[config.mk]
export PLATFORM = sky130hd
export DESIGN_NAME = assertion_timer_bank
export DESIGN_NICKNAME = d
export VERILOG_FILES = /design/src/rtl/assertion_timer_bank_pkg.sv /design/src/rtl/assertion_timer_channel.sv /design/src/rtl/assertion_timer_bank.sv
export SDC_FILE = /design/constraint.sdc
export NUM_CORES = 1
export LEC_CHECK = 0
export ABC_AREA = 1
export BUFFER_PORTS_ARGS = -buffer_cell sky130_fd_sc_hd__buf_4
export CORE_MARGIN = 3
export CORE_UTILIZATION = 53
export CTS_CLUSTER_SIZE = 12
export DETAILED_ROUTE_END_ITERATION = 7
export GPL_TIMING_DRIVEN = 0
export PLACE_DENSITY_LB_ADDON = 0.1
export SYNTH_ARGS = -nofsm -noshare
export SYNTH_HDL_FRONTEND = slang
export SYNTH_SLANG_ARGS = --single-unit
export TNS_END_PERCENT = 20
[constraint.sdc]
create_clock -name clk -period 4 [get_ports clk]
set_clock_uncertainty 0.2 [all_clocks]
set_input_delay 0.8 -clock clk [delete_from_list [all_inputs] [get_ports clk]]
set_output_delay 0.8 -clock clk [all_outputs]
set_load 0.05 [all_outputs]
[src/rtl/assertion_timer_bank_pkg.sv]
// rtl/assertion_timer_bank_pkg.sv - shared mode and state types for the assertion timer bank
package assertion_timer_bank_pkg;

    typedef enum logic {
        ASRT_MODE_ECHO = 1'b0,
        ASRT_MODE_TRIP = 1'b1
    } asrt_mode_e;

    typedef enum logic [1:0] {
        ASRT_IDLE = 2'd0,
        ASRT_ECHO = 2'd1,
        ASRT_TRIP = 2'd2
    } asrt_state_e;

endpackage

[src/rtl/assertion_timer_channel.sv]
// rtl/assertion_timer_channel.sv - one echo/trip timer channel (optional ASSERTION_TIMER_OVERRUN_EN)
module assertion_timer_channel
    import assertion_timer_bank_pkg::*;
#(
    parameter int CNT_W     = 4,
    parameter int IMMEDIATE = 1
) (
    input  logic             clk,
    input  logic             rst,
    input  logic             trigger,
    input  logic             mode,
    input  logic [CNT_W-1:0] latency,
    input  logic             flush,
    input  logic             ovr_clr,
    output logic             assertion,
    output logic             busy,
    output logic             overrun
);

    asrt_state_e      state_q, state_d;
    logic [CNT_W-1:0] cnt_q, cnt_d;
    logic             last_cyc;
    logic             lat_zero;
    logic             timed;
    logic             imm;

    // Treating 0 like 1 keeps the counter from ever wrapping below zero.
    assign last_cyc = (cnt_q <= CNT_W'(1));
    assign lat_zero = (latency == '0);
    assign timed    = (state_q == ASRT_ECHO) || ((state_q == ASRT_TRIP) && last_cyc);
    assign imm      = trigger && (((mode == ASRT_MODE_ECHO) && (IMMEDIATE != 0)) ||
                                  ((mode == ASRT_MODE_TRIP) && lat_zero));
    assign busy     = (state_q != ASRT_IDLE);

    always_ff @(posedge clk or posedge rst) begin
        if (rst) begin
            state_q <= ASRT_IDLE;
            cnt_q   <= '0;
        end else begin
            state_q <= state_d;
            cnt_q   <= cnt_d;
        end
    end

    always_comb begin
        state_d   = state_q;
        cnt_d     = cnt_q;
        assertion = 1'b0;
        if (flush) begin
            state_d = ASRT_IDLE;
            cnt_d   = '0;
        end else begin
            assertion = !rst && (timed || imm);
            if (trigger) begin
                if (lat_zero) begin
                    state_d = ASRT_IDLE;
                    cnt_d   = '0;
                end else begin
                    state_d = (mode == ASRT_MODE_TRIP) ? ASRT_TRIP : ASRT_ECHO;
                    cnt_d   = latency;
                end
            end else if (state_q != ASRT_IDLE) begin
                if (last_cyc) begin
                    state_d = ASRT_IDLE;
                    cnt_d   = '0;
                end else begin
                    cnt_d = cnt_q - CNT_W'(1);
                end
            end
        end
    end

`ifdef ASSERTION_TIMER_OVERRUN_EN
    logic ovr_evt;
    logic ovr_q;

    // A retrigger on the final trip cycle still emits its pulse, so it is not a loss.
    assign ovr_evt = trigger && !flush && (state_q == ASRT_TRIP) && !last_cyc;
    assign overrun = ovr_q;

    always_ff @(posedge clk or posedge rst) begin
        if (rst) begin
            ovr_q <= 1'b0;
        end else if (ovr_evt) begin
            ovr_q <= 1'b1;
        end else if (ovr_clr) begin
            ovr_q <= 1'b0;
        end
    end
`else
    logic unused_ovr_clr;
    assign unused_ovr_clr = ovr_clr;
    assign overrun        = 1'b0;
`endif

endmodule

[src/rtl/assertion_timer_bank.sv]
// rtl/assertion_timer_bank.sv - bank of independent assertion timers (optional ASSERTION_TIMER_OVERRUN_EN)
module assertion_timer_bank
    import assertion_timer_bank_pkg::*;
#(
    parameter int CHANNELS  = 4,
    parameter int CNT_W     = 4,
    parameter int IMMEDIATE = 1
) (
    input  logic                      clk,
    input  logic                      rst,
    input  logic [CHANNELS-1:0]       trigger,
    input  logic [CHANNELS-1:0]       mode,
    input  logic [CHANNELS*CNT_W-1:0] latency,
    input  logic [CHANNELS-1:0]       flush,
    input  logic [CHANNELS-1:0]       ovr_clr,
    output logic [CHANNELS-1:0]       assertion,
    output logic [CHANNELS-1:0]       busy,
    output logic [CHANNELS-1:0]       overrun
);

    for (genvar i = 0; i < CHANNELS; i++) begin : g_ch
        assertion_timer_channel #(
            .CNT_W     (CNT_W),
            .IMMEDIATE (IMMEDIATE)
        ) u_ch (
            .clk       (clk),
            .rst       (rst),
            .trigger   (trigger[i]),
            .mode      (mode[i]),
            .latency   (latency[i*CNT_W +: CNT_W]),
            .flush     (flush[i]),
            .ovr_clr   (ovr_clr[i]),
            .assertion (assertion[i]),
            .busy      (busy[i]),
            .overrun   (overrun[i])
        );
    end

endmodule

==> results.tsv <==
metric	value	unit
CTS Root Cell	clkbuf_4	
Highest Clock Rate	312	MHz
first-pass GRT wire length	6890	µm
global routing's busiest layer	met2	
dpl ws	0.726	ns
Avg Vias per Cell	4.71	
Final Non-Filler Cells	406	
total power	0.672	mW
share of cells above drive strength 1	0.219	
Final ANT Viol Nets	0	
PD cells	292	mW/mm²
post-synth top area cell	dfrtp_1	
most frequent cell after synthesis	nand2_1	
dpl cells	403	
Main synth FF type	dfrtp_1	
initial antenna violation count	0	
GPL Wtd Cong	0.795	
die area	0.00441	mm²
post-synthesis sequential area ratio	0.310	
DRT iter0 DRCs	120	
GRT met3 Usage	0.0357	
Post-Syn Instances	317	
final net count	404	
Pleak	1.33	nW
final-report setup violation count	0	
met1 usage	0.255	
Post-DP HPWL	3130	µm
Tcrit/Tclk final	0.800	
Worst Min Path Start	g_ch[1].u_ch.cnt_q[1]	
detailed-route via count	1912	
Residual DRC	0	
DRT Wirelength	3900	µm
largest net degree at the start of global routing	29	
number of global-route vias before repair	1723	
Buffers on Ports	37	
post-route minimum period	3.20	ns
Post-Syn Area	0.00194	mm²
ranking of synthesized cells by area	dfrtp_1, nand2_1, nor2_1	
max_slew headroom	0.299	
ys async rst share	1.00	
CTS H-Tree Depth	1	
post-route setup slack	0.800	ns
number of enable flip-flop cells after synthesis	0	
Row Count	21	
Pre-antenna DRT Iters	4	
YS warnings	0	
gr usage total	0.197	
RSZ-0062 raised after global routing	no	
endpoints failing hold	0	
Worst-path clk slew	0.12	ns
Arr. time, crit path	2.20	ns
status	completed	
Antenna diodes	0	
clock latency on the worst-skew pair	0.32	ns
Worst Setup SP	rst	
I/O Pins	46	
WP data required	3.00	ns
startpoint type of the worst setup path	input port	
Chip Width	66.4	µm
Hold Path Class	flip-flop to flip-flop	
slew at the pin closest to its max-slew limit	1.05	ns
CTS tree	yes	
setup TNS	0	ns
area growth from synthesis to layout	19.1	%
hold buffers post-CTS	0	
Cell variety after synth	18	
PostCTS Resize Cnt	0	
post-CTS setup buffers	0	
Initial Util	0.567	
Sinks on Clock Net	24	
critical path class	input port to output pin	
share of Yosys cell area claimed by the top area cell type	0.310	
core area	0.00342	mm²
met2 global-route usage	0.343	
CTS Buf Count	3	
Crit. End Element	output pin	
Mapped Avg Cell Area	6.11	µm²
worst hold margin	0.300	ns
worst vdd ir	0.000194	V
# fillers	329	
Wirelength per Cell	9.60	µm
CP Max Fanout	28	
worst r2r src	g_ch[2].u_ch.cnt_q[0]	
Post-synth top cells	nand2_1, nor2_1, inv_1	
fin. max-slew vios	0	
Clock Tree Buf Depth	2	
max cap viols	0	
#FFs+latches synth	24	
GRT overflow	0	
Die H	66.4	µm
[where the power goes]
| group | switching (mW) | internal, mW | total, mW |
|---|---|---|---|
| registers | 0.0242 | 0.267 | 0.291 |
| logic | 0.166 | 0.106 | 0.272 |
| clock network | 0.0742 | 0.0353 | 0.110 |
[sequential cells by signal (all words and copies together), names as in the netlist]
signal,count
g_ch.u_ch.cnt_q,16
g_ch.u_ch.state_q,8
[kinds of logic (layout without fill, tap and decap cells)]
| family | count (synthesis) | count (layout) | share of synthesized area |
|---|---|---|---|
| buffers and inverters | 61 | 101 | 0.142 |
| DFF | 24 | 24 | 0.310 |
| adders and majority gates | 8 | 8 | 0.0517 |
| AOI/OAI and AO/OA | 32 | 32 | 0.0873 |
| other | 1 | 4 | 0.00194 |
| and+or+nand+nor | 191 | 191 | 0.407 |
[stage by stage]
step	util	cell area, µm²
2_1_floorplan	-	1950
3_3_place_gp	0.668	2280
3_5_place_dp	0.668	2280
4_1_cts	0.675	2300
5_1_grt	0.675	2300
6_report	0.675	2300
[path summary, 6_finish.rpt]
kind	to	slack (ns)	cells after the start
min reg2reg	g_ch[1].u_ch.cnt_q[1]	0.30	2
min in group asynchronous	g_ch[0].u_ch.state_q[0]	0.52	2
max in group asynchronous	g_ch[3].u_ch.state_q[1]	2.44	2
min	g_ch[1].u_ch.cnt_q[1]	0.30	2
max reg2reg	g_ch[2].u_ch.state_q[1]	2.41	5
max	assertion[2]	0.80	6
[placed cells by master, fill, tap and decap left out, types with 3 or more instances in the layout]
master    Yosys  layout
conb_1        1       4
nor2_2        6       6
clkbuf_4      0       3
nand3_1      12      12
ha_1          8       8
nor2_1       72      72
o21ai_0      16      16
buf_4        12      49
dfrtp_1      24      24
a21oi_1       4       4
o21ai_1       5       5
o22ai_1       7       7
nand2_2      12      12
nand2_1      86      86
inv_1        41      41
inv_2         8       8
[area by class of cell]
class / count / area (µm²) / area share
sequential: 24 / 601 / 0.261
tap: 46 / 57.6 / 0.0250
inverter: 49 / 184 / 0.0798
multi-input combinational: 235 / 1070 / 0.465
buffer: 12 / 90.1 / 0.0391
clock buffer: 3 / 22.5 / 0.00977
timing repair buffer: 37 / 278 / 0.121
[per-layer routing]
| layer | share of wire | vias to the layer above |
|---|---|---|
| met1 | 0.47 | 826 |
| met5 | 0 | - |
| met3 | 0.060 | 5 |
| li1 | - | 1036 |
| met2 | 0.46 | 45 |
| met4 | 0.0062 | 0 |
[critical path, cell delays in order]
cell,delay (ns)
buf_4,0.11
inv_1,0.75
nand2_1,0.11
nor2_1,0.14
buf_4,0.11
buf_4,0.18
Note: power is estimated with default switching activity, not from simulation.
